--- src/rtl/counter_seq_ctrl_if.sv ---
// Command/counter-pin bundle between a command source, the up/down counter
// and the sequencer. The slave side is the sequencer.
interface counter_seq_ctrl_if #(
  parameter int W  = 4,
  parameter int PW = 4
);
  logic          start;
  logic [W-1:0]  start_val;
  logic [W-1:0]  end_val;
  logic [PW-1:0] passes;
  logic          pause;
  logic          abort;
  logic [W-1:0]  cnt_value;
  logic          cnt_en;
  logic          cnt_dir;
  logic          cnt_load;
  logic [W-1:0]  cnt_data;
  logic          busy;
  logic          done;
  logic [PW-1:0] pass_left;

  modport slave (
    input  start, start_val, end_val, passes, pause, abort, cnt_value,
    output cnt_en, cnt_dir, cnt_load, cnt_data, busy, done, pass_left
  );

  modport master (
    output start, start_val, end_val, passes, pause, abort, cnt_value,
    input  cnt_en, cnt_dir, cnt_load, cnt_data, busy, done, pass_left
  );
endinterface

--- src/rtl/counter_seq_ctrl.sv ---
// Sequencer that loads an up/down counter and bounces it between two
// endpoints for a programmed number of passes, pulsing done at the end.
module counter_seq_ctrl #(
  parameter int W  = 4,
  parameter int PW = 4
) (
  input  logic               clk,
  input  logic               rst,
  counter_seq_ctrl_if.slave  bus
);

  typedef enum logic [1:0] {IDLE, LOAD, RUN, DONE} state_t;

  state_t        state_q, state_d;
  logic [W-1:0]  s_q, s_d;
  logic [W-1:0]  e_q, e_d;
  logic [W-1:0]  tgt_q, tgt_d;
  logic          dir_q, dir_d;
  logic [PW-1:0] pass_left_q, pass_left_d;
  logic          at_tgt;

  assign at_tgt = (bus.cnt_value == tgt_q);

  always_comb begin
    state_d     = state_q;
    s_d         = s_q;
    e_d         = e_q;
    tgt_d       = tgt_q;
    dir_d       = dir_q;
    pass_left_d = pass_left_q;
    unique case (state_q)
      IDLE: begin
        if (bus.start) begin
          s_d         = bus.start_val;
          e_d         = bus.end_val;
          tgt_d       = bus.end_val;
          dir_d       = (bus.end_val >= bus.start_val);
          pass_left_d = (bus.passes == '0) ? PW'(1) : bus.passes;
          state_d     = LOAD;
        end
      end
      LOAD: state_d = bus.abort ? IDLE : RUN;
      RUN: begin
        // abort outranks arrival; pause freezes all bookkeeping
        if (bus.abort) begin
          state_d = IDLE;
        end else if (!bus.pause && at_tgt) begin
          if (pass_left_q == PW'(1)) begin
            pass_left_d = '0;
            state_d     = DONE;
          end else begin
            pass_left_d = pass_left_q - PW'(1);
            tgt_d       = (tgt_q == e_q) ? s_q : e_q;
            dir_d       = ~dir_q;
          end
        end
      end
      DONE:    state_d = IDLE;
      default: state_d = IDLE;
    endcase
  end

  always_ff @(posedge clk or posedge rst) begin
    if (rst) begin
      state_q     <= IDLE;
      s_q         <= '0;
      e_q         <= '0;
      tgt_q       <= '0;
      dir_q       <= 1'b1;
      pass_left_q <= '0;
    end else begin
      state_q     <= state_d;
      s_q         <= s_d;
      e_q         <= e_d;
      tgt_q       <= tgt_d;
      dir_q       <= dir_d;
      pass_left_q <= pass_left_d;
    end
  end

  // Counter pins follow the state registers; RUN also looks at cnt_value so
  // the enable drops on the very cycle the target is reached.
  always_comb begin
    bus.cnt_en   = 1'b0;
    bus.cnt_load = 1'b0;
    bus.cnt_data = '0;
    bus.cnt_dir  = dir_q;
    bus.busy     = (state_q != IDLE);
    bus.done     = 1'b0;
    unique case (state_q)
      LOAD: begin
        bus.cnt_en   = ~bus.abort;
        bus.cnt_load = ~bus.abort;
        bus.cnt_data = s_q;
      end
      RUN:     bus.cnt_en = ~bus.abort & ~bus.pause & ~at_tgt;
      DONE:    bus.done   = ~bus.abort;
      default: ;
    endcase
  end

  assign bus.pass_left = pass_left_q;

endmodule

--- src/flat_wrapper.sv ---
// flat-port wrapper written by rule: the top's interface ports become plain ports
module counter_seq_ctrl_flat 
#(
  parameter int W  = 4,
  parameter int PW = 4
)
  (clk, rst, bus_start, bus_start_val, bus_end_val, bus_passes, bus_pause, bus_abort, bus_cnt_value, bus_cnt_en, bus_cnt_dir, bus_cnt_load, bus_cnt_data, bus_busy, bus_done, bus_pass_left);
  counter_seq_ctrl_if #(.W(W), .PW(PW)) bus_i ();
  input  logic clk;
  input  logic rst;
  input wire logic [$bits(bus_i.start)-1:0] bus_start;
  input wire logic [$bits(bus_i.start_val)-1:0] bus_start_val;
  input wire logic [$bits(bus_i.end_val)-1:0] bus_end_val;
  input wire logic [$bits(bus_i.passes)-1:0] bus_passes;
  input wire logic [$bits(bus_i.pause)-1:0] bus_pause;
  input wire logic [$bits(bus_i.abort)-1:0] bus_abort;
  input wire logic [$bits(bus_i.cnt_value)-1:0] bus_cnt_value;
  output wire logic [$bits(bus_i.cnt_en)-1:0] bus_cnt_en;
  output wire logic [$bits(bus_i.cnt_dir)-1:0] bus_cnt_dir;
  output wire logic [$bits(bus_i.cnt_load)-1:0] bus_cnt_load;
  output wire logic [$bits(bus_i.cnt_data)-1:0] bus_cnt_data;
  output wire logic [$bits(bus_i.busy)-1:0] bus_busy;
  output wire logic [$bits(bus_i.done)-1:0] bus_done;
  output wire logic [$bits(bus_i.pass_left)-1:0] bus_pass_left;
  assign bus_i.start = bus_start;
  assign bus_i.start_val = bus_start_val;
  assign bus_i.end_val = bus_end_val;
  assign bus_i.passes = bus_passes;
  assign bus_i.pause = bus_pause;
  assign bus_i.abort = bus_abort;
  assign bus_i.cnt_value = bus_cnt_value;
  assign bus_cnt_en = bus_i.cnt_en;
  assign bus_cnt_dir = bus_i.cnt_dir;
  assign bus_cnt_load = bus_i.cnt_load;
  assign bus_cnt_data = bus_i.cnt_data;
  assign bus_busy = bus_i.busy;
  assign bus_done = bus_i.done;
  assign bus_pass_left = bus_i.pass_left;
  counter_seq_ctrl #(.W(W), .PW(PW)) u_core (.clk(clk), .rst(rst), .bus(bus_i));
endmodule
--- config.mk ---
export PLATFORM = sky130hd
export DESIGN_NAME = counter_seq_ctrl_flat
export DESIGN_NICKNAME = d
export VERILOG_FILES = /design/src/rtl/counter_seq_ctrl_if.sv /design/src/rtl/counter_seq_ctrl.sv /design/src/flat_wrapper.sv
export SDC_FILE = /design/constraint.sdc
export NUM_CORES = 1
export LEC_CHECK = 0
export BUFFER_PORTS_ARGS = -buffer_cell sky130_fd_sc_hd__buf_4
export CAP_MARGIN = 20
export CORE_MARGIN = 5
export CORE_UTILIZATION = 52
export DETAILED_ROUTE_END_ITERATION = 7
export PLACE_DENSITY = 0.77
export SYNTH_ARGS = -nofsm -noshare
export SYNTH_HDL_FRONTEND = slang
export SYNTH_SLANG_ARGS = --single-unit
--- constraint.sdc ---
create_clock -name clk -period 2.3 [get_ports clk]
set_input_delay 0.575 -clock clk [delete_from_list [all_inputs] [get_ports clk]]
set_output_delay 0.575 -clock clk [all_outputs]
set_load 0.02 [all_outputs]
==> After elaboration in Yosys (flattened, before gate mapping) <==
Index checks and enable logic that the tools add are counted.
{ "totals": {"ff_bits": 19, "input_bits": 21, "output_inout_bits": 13, "elab_cells": 63} }
{ "op_classes": {"add_sub_neg": 1, "order_cmp": 1, "eq_ne": 12, "muxes": 27, "bitwise_logic": 6, "reduce_logical": 10} }
{ "op_table": {"columns": ["op", "n"], "rows": [
  ["4-bit 2-to-1 mux", 11],
  ["4-bit case mux with 2 select lines", 2],
  ["2-bit 2-to-1 mux", 5],
  ["4-bit == test", 2],
  ["2-bit case mux with 4 select lines", 1],
  ["1-bit 2-to-1 mux", 6],
  ["2-bit inequality test, second input constant", 3],
  ["3-bit by 2-bit inequality test with 1-bit output, second input constant", 2],
  ["5-bit AND reduction", 1],
  ["2-bit == test, second input constant", 2],
  ["4-bit by 1-bit == test with 1-bit output, second input constant", 1],
  ["4-bit greater-or-equal comparator", 1],
  ["4-bit zero test", 1],
  ["1-bit inverter", 4],
  ["1-bit case mux with 2 select lines", 2],
  ["4-bit AND reduction", 1],
  ["2-bit nonzero test", 2],
  ["4-bit by 1-bit subtractor with 4-bit output, second input constant", 1],
  ["3-bit AND reduction", 1],
  ["1-bit bitwise AND", 2],
  ["2-bit by 1-bit == test with 1-bit output, second input constant", 1],
  ["2-bit zero test", 1],
  ["2-bit by 1-bit inequality test with 1-bit output, second input constant", 1],
  ["2-bit AND reduction", 1],
  ["other kinds (2)", 2]
]} }

==> Depth between registers and ports, before layout <==
{ "logic_depth": {"word_depth": 6, "mapped_depth": 7, "ltp_nobuf": 7} }

==> Worst setup path before layout <==
No wires, ideal clock.
{ "synth_timing": {"kind": "reg2out", "from": "register u_core.state_q[1]", "to": "output port bus_cnt_en", "arrival_ns": 1.361, "required_ns": 1.725, "slack_ns": 0.364, "stages_incl_launch_ff": 5, "n_path_buf": 0, "path_cell_list": "dfrtp_1 -> inv_1 -> ha_1 -> nor2b_1 -> o21a_1"} }
{ "synth_between": {"elab_chain_len": 2} }
{ "synth_lines": {"columns": ["item", "line_no", "source"], "rows": [
  ["start, declared", "counter_seq_ctrl.sv:14", "state_t state_q, state_d;"],
  ["start signal, assigned", "counter_seq_ctrl.sv:72", "state_q <= state_d;"],
  ["2-bit == test / 2-bit by 1-bit == test with 1-bit output (equally long branches)", "counter_seq_ctrl.sv:90", "unique case (state_q)"],
  ["1-bit case mux with 2 select lines *", "counter_seq_ctrl.sv:90", null],
  ["end, declared", "flat_wrapper.sv:18", "output wire logic [$bits(bus_i.cnt_en)-1:0] bus_cnt_en;"]
]} }
Every way passes the cells marked *; elsewhere a longest branch is shown, timed or not.

==> Worst setup path after layout <==
{ "layout_timing": {"from": "register u_core.tgt_q[1]", "to": "output port bus_cnt_en"} }
{ "layout_between": {"elab_chain_len": 4} }
{ "layout_lines": {"columns": ["item", "line_no", "source"], "rows": [
  ["start, declared", "counter_seq_ctrl.sv:17", "logic [W-1:0] tgt_q, tgt_d;"],
  ["start signal, assigned", "counter_seq_ctrl.sv:75", "tgt_q <= tgt_d;"],
  ["4-bit == test", "counter_seq_ctrl.sv:22", "assign at_tgt = (bus.cnt_value == tgt_q);"],
  ["1-bit inverter", "counter_seq_ctrl.sv:96", "RUN: bus.cnt_en = ~bus.abort & ~bus.pause & ~at_tgt;"],
  ["1-bit bitwise AND", "counter_seq_ctrl.sv:96", null],
  ["1-bit case mux with 2 select lines", "counter_seq_ctrl.sv:90", null]
]} }
Every way passes these cells.

==> flow_summary.json <==
{
  "hold_viol_final": 0,
  "synth_edf_count": 0,
  "peakVddDrop_uv": 789,
  "fp.dieH_um": 60.9,
  "setup_viol": 0,
  "port_buffers": 33,
  "cpPeakStageDelay_ns": 0.45,
  "first_iter_violations": 59,
  "cts_max_level": 1,
  "crit_type": "flop to output port",
  "drive_gt1_frac": 0.326,
  "clkSinkCount": 19,
  "ioPinCount": 34,
  "clkTransAtPathRegs_ns": 0.12,
  "die_w_um": 60.9,
  "worst_slew_pin_slew_ns": 0.751,
  "grt_first_pass_wirelength_mm": 5.36,
  "diodes": 0,
  "finalCriticalPeriod_ns": 2.20,
  "startpoint": "u_core.tgt_q[1]$_DFFE_PP0P_",
  "core_mm2": 0.00248,
  "synth_cell_type_count": 40,
  "rsz0062_at_grt": "no",
  "crit_slowest_cell": "dfrtp_1",
  "row_count": 18,
  "syn_inst": 138,
  "final_common_cell": "buf_4",
  "antenna_found_initial": 0,
  "crit_chain": "xnor2_1, and4_4, nor3_1, o21a_1, buf_4",
  "synth_seq_cells": 19,
  "clockBufferDepth": 2,
  "powerDensity_mw_per_mm2": 1310,
  "cts_tree": "built",
  "status": "finished, final reports clean",
  "rr_startpoint": "u_core.bus.pass_left[1]$_DFFE_PP0P_",
  "crit_buf_inv": 1,
  "start_kind": "flop",
  "initial_utilization": 0.543,
  "clock_latency_ns": 0.30,
  "fmax_ghz": 0.455,
  "dr.pass1.iters": 4,
  "combPwrFrac": 0.607,
  "ys_warn_count": 0,
  "final_net_count": 208,
  "internal-power_mw": 1.21,
  "setup_slack_ns": 0.102,
  "power_leakage_nw": 0.819,
  "clock_skew_ns": 0.00526,
  "maxCapViolCount": 0,
  "synth_fp_nets": 170,
  "overflow": 0,
  "gp_congestion": 0.830,
  "whs_ns": 0.394,
  "slew_viol_final": 0,
  "crit_family": "flip-flops",
  "grt_max_degree": 20,
  "async_reset_ff_frac": 1.00,
  "dieArea_mm2": 0.00371,
  "pwr-share-seq": 0.313,
  "ant_nets": 0,
  "vias_per_cell": 5.65,
  "synth-seq-area-share": 0.354,
  "dr_total_vias": 1158,
  "cts_root_buffer": "clkbuf_4",
  "crit_required_ns": 1.73,
  "synth_flop_cell": "dfrtp_1",
  "final.period_utilization": 0.956,
  "arrival_ns": 1.62,
  "post_cts_buffers": 0,
  "wire_per_inst_um": 15.7,
  "grt_use_total": 0.192,
  "worstPathMaxFanout": 3,
  "clockPowerShare": 0.080,
  "syn_area_mm2": 0.00135,
  "final_cell_mix": "buf_4, dfrtp_1, inv_1",
  "swShare": 0.450,
  "hpwlAfterDp_mm": 2.58,
  "drc_errors": 0,
  "cts_buffers": 3,
  "place_ws_ns": 0.187,
  "hold_path_class": "input port to asynchronous set/reset pin",
  "p_switching_mw": 0.991,
  "setup.worst_path.end_class": "output port",
  "max-slew-margin-rel": 0.499,
  "fin_tns_setup_ns": 0,
  "synth.avg_cell_area_um2": 9.76,
  "grt_pass1_vias": 1233,
  "area_growth_pct": 24.9,
  "drt_wl_total_mm": 3.21
}
## per-layer routing
| metal | up-vias | wire, µm | GRT usage |
|---|---|---|---|
| li1 | 571 | - | - |
| met5 | - | 0 | 0 |
| met1 | 551 | 1360 | 0.232 |
| met2 | 34 | 1630 | 0.348 |
| met4 | 0 | 12 | 0.0526 |
| met3 | 2 | 206 | 0.0340 |
## worst paths after layout
path / end / cells past startpoint / slack, ns
setup / recovery: bus_cnt_en / 5 / 0.10
hold / removal: u_core.e_q[2]$_DFFE_PP0P_ / 2 / 0.39
setup reg to reg: u_core.bus.cnt_dir$_DFFE_PP1P_ / 7 / 0.34
hold reg to reg: u_core.s_q[2]$_DFFE_PP0P_ / 2 / 0.53
max in group asynchronous: u_core.bus.pass_left[0]$_DFFE_PP0P_ / 2 / 1.44
min in group clk: u_core.s_q[0]$_DFFE_PP0P_ / 2 / 0.51
## area by class of cell
class / count / area [µm²]
multi-input cells: 105 / 828
clock inverters: 1 / 5.00
repair buffers: 36 / 270
fillers: 216 / 796
well taps: 30 / 37.5
inverters: 11 / 41.3
flip-flops and latches: 19 / 477
clock buffers: 3 / 22.5
## through the flow
| stage | utilization | std cells | instance area [µm²] | total power, mW |
|---|---|---|---|---|
| after CTS | 0.674 | 205 | 1670 | 2.21 |
| after global placement | 0.663 | 201 | 1640 | 1.97 |
| final | 0.679 | 205 | 1680 | 2.20 |
| after global routing | 0.679 | 205 | 1680 | 2.38 |
| after detailed placement | 0.663 | 201 | 1640 | 2.02 |
| after floorplan | - | 138 | 1350 | 1.59 |
## cell families (layout without fill, tap and decap cells)
logic type                 count (synthesis)  after routing  synth area share
and+or+nand+nor                           46             46             0.191
AOI/OAI and AO/OA                         28             28             0.167
DFF                                       19             19             0.354
buffers and inverters                     14             51            0.0400
muxes                                     12             12            0.0939
adders and majority gates                 11             11             0.102
xor gates and xnor gates                   8              8            0.0520
## registers in the layout, indices dropped and copies added, names as in the netlist
| name | flops |
|---|---|
| u_core.tgt_q | 4 |
| u_core.bus.pass_left | 4 |
| u_core.bus.cnt_dir | 1 |
| u_core.e_q | 4 |
| u_core.s_q | 4 |
| u_core.state_q | 2 |
## cells in the mapped netlist (all sizes together) (2+ instances only)
cell type	number	area, µm²
nand2b	3	18.8
clkbuf	2	7.51
and2	4	25.0
ha	11	138
a211oi	4	30.0
xnor2	8	70.1
a21o	7	53.8
nand2	9	33.8
o21ai	6	30.0
mux2	5	56.3
dfrtp	18	450
nand4	3	18.8
inv	11	41.3
mux2i	7	70.1
nor2b	2	12.5
nor2	9	33.8
nor3	7	40.0
o211ai	2	20.0
a221o	2	20.0
## repair_timing
action                                  in CTS  in global routing
resized for setup                            0                  4
endpoints found under the setup margin       0                  1
hold buffers                                 0                  0
## power groups by stage
stage / sequential (mW) / clock, mW / combinational, mW
global placement: 0.675 / 0 / 1.29
finish: 0.689 / 0.176 / 1.34
global route: 0.720 / 0.194 / 1.47
floorplan: 0.697 / 0 / 0.893
CTS: 0.685 / 0.180 / 1.34
detailed placement: 0.694 / 0 / 1.33
Power figures use the tool's default switching activity.
